<file path="src/rtl/fan_ctrl_pkg.sv">
// Shared types and constants for the fan ramp sequencer: FSM state encoding
// and the kick-start duty value.
package fan_ctrl_pkg;

    typedef enum logic [1:0] {
        ST_IDLE = 2'd0,
        ST_KICK = 2'd1,
        ST_RAMP = 2'd2,
        ST_HOLD = 2'd3
    } fan_state_t;

    localparam int unsigned RAMP_DIV_W = 4;

    // Full-duty kick value; the top slices it down to its counter width.
    localparam logic [31:0] KICK_DUTY_ALL = '1;

endpackage

</file>
<file path="src/rtl/clk_en_prescaler.sv">
// Clock-enable prescaler: produces a one-cycle registered pulse every
// prescale_i+1 clocks; prescale_i=0 yields a constant enable after reset.
module clk_en_prescaler #(
    parameter int unsigned PRESCALER_BITWIDTH = 8
) (
    input  logic                          clk_i,
    input  logic                          rstn_i,
    input  logic [PRESCALER_BITWIDTH-1:0] prescale_i,
    output logic                          clk_en_o
);

    logic [PRESCALER_BITWIDTH-1:0] pcnt_q, pcnt_d;
    logic                          clk_en_q, clk_en_d;
    logic                          wrap;

    // >= keeps the counter bounded if prescale_i is lowered mid-count.
    always_comb begin
        wrap     = (pcnt_q >= prescale_i);
        pcnt_d   = wrap ? '0 : pcnt_q + 1'b1;
        clk_en_d = wrap;
    end

    always_ff @(posedge clk_i) begin
        if (!rstn_i) begin
            pcnt_q   <= '0;
            clk_en_q <= 1'b0;
        end else begin
            pcnt_q   <= pcnt_d;
            clk_en_q <= clk_en_d;
        end
    end

    assign clk_en_o = clk_en_q;

endmodule

</file>
<file path="src/rtl/fan_ramp_sequencer.sv">
// Fan start-up sequencer feeding a PWM controller: full-duty kick-start, then
// a one-LSB-per-interval duty ramp toward target_i in either direction.
module fan_ramp_sequencer
    import fan_ctrl_pkg::*;
#(
    parameter int unsigned COUNTER_BITWIDTH   = 5,
    parameter int unsigned PRESCALER_BITWIDTH = 8,
    parameter int unsigned KICK_PERIODS       = 4
) (
    input  logic                          clk_i,
    input  logic                          rstn_i,
    input  logic                          enable_i,
    input  logic [COUNTER_BITWIDTH-1:0]   target_i,
    input  logic [COUNTER_BITWIDTH-1:0]   min_i,
    input  logic [COUNTER_BITWIDTH:0]     period_i,
    input  logic [PRESCALER_BITWIDTH-1:0] prescale_i,
    input  logic [RAMP_DIV_W-1:0]         ramp_div_i,
    output logic                          clk_en_o,
    output logic [COUNTER_BITWIDTH-1:0]   counterValue_o,
    output logic [COUNTER_BITWIDTH-1:0]   minCounterValue_o,
    output logic [COUNTER_BITWIDTH:0]     periodCounterValue_o,
    output logic [1:0]                    state_o,
    output logic                          at_target_o
);

    localparam int unsigned CB = COUNTER_BITWIDTH;
    localparam int unsigned KW = $clog2(KICK_PERIODS + 2);
    localparam logic [KW-1:0] KICK_LAST = (KICK_PERIODS == 0) ? '0 : KW'(KICK_PERIODS - 1);
    localparam logic [CB-1:0] KICK_DUTY = KICK_DUTY_ALL[CB-1:0];

    logic                  clk_en;
    logic                  per_tick, ramp_tick;
    logic [CB:0]           per_cnt_q, per_cnt_d;
    logic [CB:0]           per_reg_q, per_reg_d;
    logic [RAMP_DIV_W-1:0] rcnt_q, rcnt_d;
    logic [KW-1:0]         kcnt_q, kcnt_d;
    fan_state_t            state_q, state_d;
    logic [CB-1:0]         cur_q, cur_d;
    logic [CB-1:0]         duty_q, duty_d;
    logic [CB-1:0]         minv_q, minv_d;

    clk_en_prescaler #(
        .PRESCALER_BITWIDTH(PRESCALER_BITWIDTH)
    ) u_prescaler (
        .clk_i      (clk_i),
        .rstn_i     (rstn_i),
        .prescale_i (prescale_i),
        .clk_en_o   (clk_en)
    );

    // Period mirror tracks the PWM controller's period so ramp/kick timing
    // is expressed in PWM periods; period_i is only latched at a period boundary.
    always_comb begin
        per_tick  = clk_en && (per_cnt_q == per_reg_q);
        ramp_tick = per_tick && (rcnt_q >= ramp_div_i);
        per_cnt_d = per_cnt_q;
        per_reg_d = per_reg_q;
        if (per_tick) begin
            per_cnt_d = '0;
            per_reg_d = period_i;
        end else if (clk_en) begin
            per_cnt_d = per_cnt_q + 1'b1;
        end
    end

    always_comb begin
        state_d = state_q;
        cur_d   = cur_q;
        kcnt_d  = kcnt_q;
        if (!enable_i) begin
            state_d = ST_IDLE;
            cur_d   = '0;
            kcnt_d  = '0;
        end else begin
            case (state_q)
                ST_IDLE: begin
                    cur_d  = '0;
                    kcnt_d = '0;
                    if (target_i != '0) begin
                        state_d = (KICK_PERIODS == 0) ? ST_RAMP : ST_KICK;
                    end
                end
                ST_KICK: begin
                    if (per_tick) begin
                        if (kcnt_q == KICK_LAST) begin
                            state_d = ST_RAMP;
                            kcnt_d  = '0;
                        end else begin
                            kcnt_d = kcnt_q + 1'b1;
                        end
                    end
                end
                ST_RAMP: begin
                    // Reaching the target takes priority over a coincident step.
                    if (cur_q == target_i) begin
                        state_d = (target_i == '0) ? ST_IDLE : ST_HOLD;
                    end else if (ramp_tick) begin
                        if (cur_q < target_i && cur_q != '1) begin
                            cur_d = cur_q + 1'b1;
                        end else if (cur_q > target_i && cur_q != '0) begin
                            cur_d = cur_q - 1'b1;
                        end
                    end
                end
                ST_HOLD: begin
                    if (target_i != cur_q) begin
                        state_d = ST_RAMP;
                    end
                end
                default: begin
                    state_d = ST_IDLE;
                    cur_d   = '0;
                    kcnt_d  = '0;
                end
            endcase
        end

        case (state_d)
            ST_IDLE: begin
                duty_d = '0;
                minv_d = '0;
            end
            ST_KICK: begin
                duty_d = KICK_DUTY;
                minv_d = min_i;
            end
            default: begin
                duty_d = cur_d;
                minv_d = min_i;
            end
        endcase
    end

    always_comb begin
        rcnt_d = rcnt_q;
        if (state_d != state_q || ramp_tick) begin
            rcnt_d = '0;
        end else if (per_tick) begin
            rcnt_d = rcnt_q + 1'b1;
        end
    end

    always_ff @(posedge clk_i) begin
        if (!rstn_i) begin
            per_cnt_q <= '0;
            per_reg_q <= '0;
            rcnt_q    <= '0;
            kcnt_q    <= '0;
            state_q   <= ST_IDLE;
            cur_q     <= '0;
            duty_q    <= '0;
            minv_q    <= '0;
        end else begin
            per_cnt_q <= per_cnt_d;
            per_reg_q <= per_reg_d;
            rcnt_q    <= rcnt_d;
            kcnt_q    <= kcnt_d;
            state_q   <= state_d;
            cur_q     <= cur_d;
            duty_q    <= duty_d;
            minv_q    <= minv_d;
        end
    end

    assign clk_en_o             = clk_en;
    assign counterValue_o       = duty_q;
    assign minCounterValue_o    = minv_q;
    assign periodCounterValue_o = per_reg_q;
    assign state_o              = state_q;
    assign at_target_o          = (state_q == ST_HOLD);

endmodule

</file>
<file path="config.mk">
export PLATFORM = sky130hd
export DESIGN_NAME = fan_ramp_sequencer
export DESIGN_NICKNAME = d
export VERILOG_FILES = /design/src/rtl/fan_ctrl_pkg.sv /design/src/rtl/clk_en_prescaler.sv /design/src/rtl/fan_ramp_sequencer.sv
export SDC_FILE = /design/constraint.sdc
export NUM_CORES = 1
export LEC_CHECK = 0
export BUFFER_PORTS_ARGS = -buffer_cell sky130_fd_sc_hd__buf_4
export CORE_MARGIN = 5
export CORE_UTILIZATION = 50
export DETAILED_ROUTE_END_ITERATION = 6
export GPL_TIMING_DRIVEN = 0
export HOLD_SLACK_MARGIN = 0.06
export PLACE_DENSITY_LB_ADDON = 0.15
export REMOVE_ABC_BUFFERS = 1
export SLEW_MARGIN = 20
export SYNTH_ARGS = -nofsm -noshare
export SYNTH_HDL_FRONTEND = slang
export SYNTH_SLANG_ARGS = --single-unit
</file>
<file path="constraint.sdc">
create_clock -name clk_i -period 2.16 [get_ports clk_i]
set_clock_uncertainty 0.1 [all_clocks]
set_input_delay 0.216 -clock clk_i [delete_from_list [all_inputs] [get_ports clk_i]]
set_output_delay 0.216 -clock clk_i [all_outputs]
set_load 0.01 [all_outputs]
</file>
==> results <==
- Once routing completed, OpenROAD measured the worst setup slack at -37.0 ps.
- The post-layout instance area is about 0.0035 mm^2.
- Summed over all layers, the global routing overflow is 0.
- For this design, the slowest cell found on the critical path is dfxtp_4.
- Walking the worst path, the cells encountered are ha_4, nor2b_1, o21ai_2, a211oi_2, o211ai_1, a211o_1, a31o_1.
- The share of final-layout standard cells stronger than drive strength 1 is 0.352.
- Data on the critical path arrives at its endpoint at 2290 ps.
- The share of the clock period used by the worst path after layout is 1.02.
- After detailed routing, the average wire length per cell comes to about 14 um.
- For this run, the detailed router's first-pass iteration total came to 4.
- In this run the tightest slew margin relative to its limit is 0.606.
- The highest cell delay on the worst timing path is 390 ps.
- The max-cap check violation count is 0.
- The worst min-delay path class is in -> reg.
- Clock-pin slew was measured on the worst setup and hold paths at ~90 ps.
- The power density over cell area is between 500 and 600 mW/mm^2.
- The horizontal die dimension is roughly 80 um.
- The DRC violations left is 0.
- The sum of net half-perimeters after detailed placement is around 4 mm.
- The worst setup path is launched from a register.
- The antenna diode instance count is 0.
- TritonCTS built the clock tree.
- The maximum VDD drop is 0.461 mV.
- The share of the Yosys chip area taken by registers is 0.352.
- Clock latency on the worst-skew pair, taken at its later pin, is 290 ps.
- The endpoint kind of the worst setup timing path is a register.
- The total cell area at the placement stage is 0.00300 mm^2.
- The die covers approximately 0.0066 mm^2.
- The number of global-route vias before repair is 2,096.
- The core footprint is between 0.005 and 0.006 mm^2.
- The vertical extent of the die is 81.5 um.
- The routed design has 5.77 mm of wire.
- The tree is rooted in a clkbuf_8.
- The count of buffering cells on the critical path with inverters included is 0.
- The mean instance size in the synthesized netlist is 8.88 um^2.
- The max-slew violation total from the final report is 0.
- The first-pass GRT wire length is 9.11 mm.
- The H-tree was split into 2 levels.
- Of all flip-flops after synthesis, the portion carrying an async set or reset was 0.
- The Yosys step of the flow raised 0 warnings.
- The initial antenna violation count was 0.
- The number of hold violations in the final report came to 0.
- Using the TritonRoute via totals, the vias-per-cell ratio works out to 5.37.
- The maximum clock frequency is ~0.46 GHz.
- The required arrival time at the worst endpoint is 2260 ps.
- Once detail routing completed, the nets flagged for antenna violations numbered 0.
- The synthesis-to-layout area growth is 38.2%.
- Buffers placed on the I/O ports in this run total 50.
- The type of the worst setup path is reg -> reg.
- The maximum number of pins on one net before global-route repair is 20.
- Counting along the longest clock path gives a buffer depth of 2.
- The static leakage power is 1.52 nW.
- After the first detailed-routing iteration, the DRC count stood at 98.
- The netlist area before placement is 0.00256 mm^2.
- The effective utilization at floorplan is 0.507.
- The number of sinks handled by clock tree synthesis is 45.
- Clock tree synthesis inserted a total of 5 buffers.
- Setup repair after global routing could not meet its margin everywhere.
- Setup violations remaining at the end of the flow were counted as 1.
- The time the worst path needs with I/O delays and setup is 2200 ps.
- The synthesized design contains 45 register bits.
- The final RePlAce weighted congestion is 0.866.
- The checks that failed: setup timing.
- The synthesized instance count is about 290.
- The overall via count from detail_route is 2,265.
- The number of fill cells in the layout is 415.
- After the last flow step, the layout net total stands at 406.
- Grouping stages by cell kind, the critical path spends the most delay in compound AO/OA/AOI/OAI gates.
- The site row count is 26.
- The I/O pin total is 51.
- The run finished, with violations left.
- Summing internal, switching and leakage power gives 1.90 mW.
- Along the worst path, the maximum fanout reaches 7.
- The global-route usage over all layers is 0.171.
- Among all flip-flop cells after synthesis, the most frequent one is dfxtp_1.
- After synthesis, the netlist uses a little under 50 different library cells.
- At the pin with the least slew margin, the transition time is 590 ps.
- Yosys mapped a number of flops with a built-in enable equal to 0.
==> synthesized netlist by cell type (all sizes together), types with 2 or more instances <==
master / instances / area share
a211oi: 3 / 0.0088
a21boi: 2 / 0.0059
a21o: 3 / 0.0088
a21oi: 18 / 0.035
a31oi: 3 / 0.0073
a32oi: 2 / 0.0068
and2: 12 / 0.029
and3: 8 / 0.020
buf: 2 / 0.0039
clkbuf: 5 / 0.0073
dfxtp: 45 / 0.35
ha: 24 / 0.12
inv: 23 / 0.034
mux2i: 8 / 0.031
nand2: 14 / 0.021
nand2b: 3 / 0.0073
nand3: 11 / 0.022
nand3b: 2 / 0.0059
nand4: 4 / 0.012
nor2: 18 / 0.026
nor2b: 8 / 0.020
nor3: 6 / 0.012
nor4b: 5 / 0.020
o2111a: 2 / 0.0088
o21a: 2 / 0.0059
o21ai: 14 / 0.027
o21bai: 2 / 0.0059
or2: 2 / 0.0049
xnor2: 14 / 0.048
xor2: 8 / 0.027
==> metal layers <==
metal / part of all wire / vias to the layer above / global-route usage
met4: 0.011 / 0 / 0.0456
met2: 0.51 / 59 / 0.300
met5: 0 / - / 0
met1: 0.43 / 1058 / 0.215
met3: 0.050 / 6 / 0.0307
li1: - / 1142 / -
==> what timing repair did <==
action | in CTS | in global routing
hold buffers | 5 | 0
cloned | 0 | 0
endpoints found under the setup margin | 27 | 32
pin swaps | 7 | 15
buffers inserted | 2 | 6
resized for setup | 17 | 52
endpoints found under the hold margin | 5 | 0
==> cell families after synthesis <==
logic type,share of synthesized area
fa+ha+maj,0.117
simple gates,0.219
flops,0.352
xor+xnor,0.0753
mux,0.0313
buf+inv,0.0450
compound gates,0.160
==> metrics by stage <==
stage / hold slack, ps / utilization / setup WS, ps / TNS, ps / cells
CTS: 69.4 / 0.645 / -68.7 / -582 / 416
global route: 74.5 / 0.701 / -148 / -752 / 422
finish: 74.3 / 0.701 / -37.0 / -37.0 / 422
global placement: 318 / 0.594 / -339 / -3480 / 401
floorplan: 238 / - / -1.93 / -1.93 / 281
detailed placement: 323 / 0.594 / -306 / -1880 / 401
==> final timing paths <==
check,start,to,slack (ps),depth (start not counted)
max reg2reg,cur_q[1],counterValue_o[2],-40,7
min,period_i[1],periodCounterValue_o[1],70,3
min reg2reg,u_prescaler.pcnt_q[0],u_prescaler.pcnt_q[0],370,1
max,cur_q[1],counterValue_o[2],-40,7
==> cells in the final DEF (no fill, tap or decap), types with 4 or more instances in the layout <==
cell            n
nand2_1        12
mux2i_1         8
inv_1          21
and3_1          7
xnor2_1        10
nand3_1         9
clkbuf_8        6
ha_1           17
and2_1         11
dfxtp_2        12
o21ai_0         9
buf_4          56
nor3_1          5
dlygate4sd3_1   5
xor2_1          8
nor2_1         14
ha_4            5
nor2b_1         8
a21oi_1        17
dfxtp_1        29
dfxtp_4         4
==> worst reg2reg max path, stage by stage, from the launching register on <==
cell and delay, ps:
dfxtp_4 390, ha_4 280, nor2b_1 220, o21ai_2 130, a211oi_2 300, o211ai_1 150
a211o_1 330, a31o_1 200
==> registers in the layout, indices dropped and copies added (netlist names) <==
name,count
counterValue_o,5
u_prescaler.pcnt_q,8
u_prescaler.clk_en_o,1
state_o,2
minCounterValue_o,5
periodCounterValue_o,6
cur_q,5
kcnt_q,3
rcnt_q,4
per_cnt_q,6
==> report_power, final <==
group | internal (mW) | switching (mW) | total (mW)
Clock | 0.376 | 0.281 | 0.657
Combinational | 0.180 | 0.148 | 0.327
Sequential | 0.867 | 0.0495 | 0.916
Total | 1.42 | 0.478 | 1.90
==> cell type report <==
type | count | area [um^2] | share of cell area
multi-input cells | 213 | 1820 | 0.514
flip-flops and latches | 45 | 931 | 0.263
repair buffers | 63 | 493 | 0.139
well taps | 70 | 87.6 | 0.0248
inverters | 23 | 86.3 | 0.0244
clock buffers | 6 | 82.6 | 0.0234
clock inverters | 2 | 37.5 | 0.0106
(Power assumes the default switching activity.)
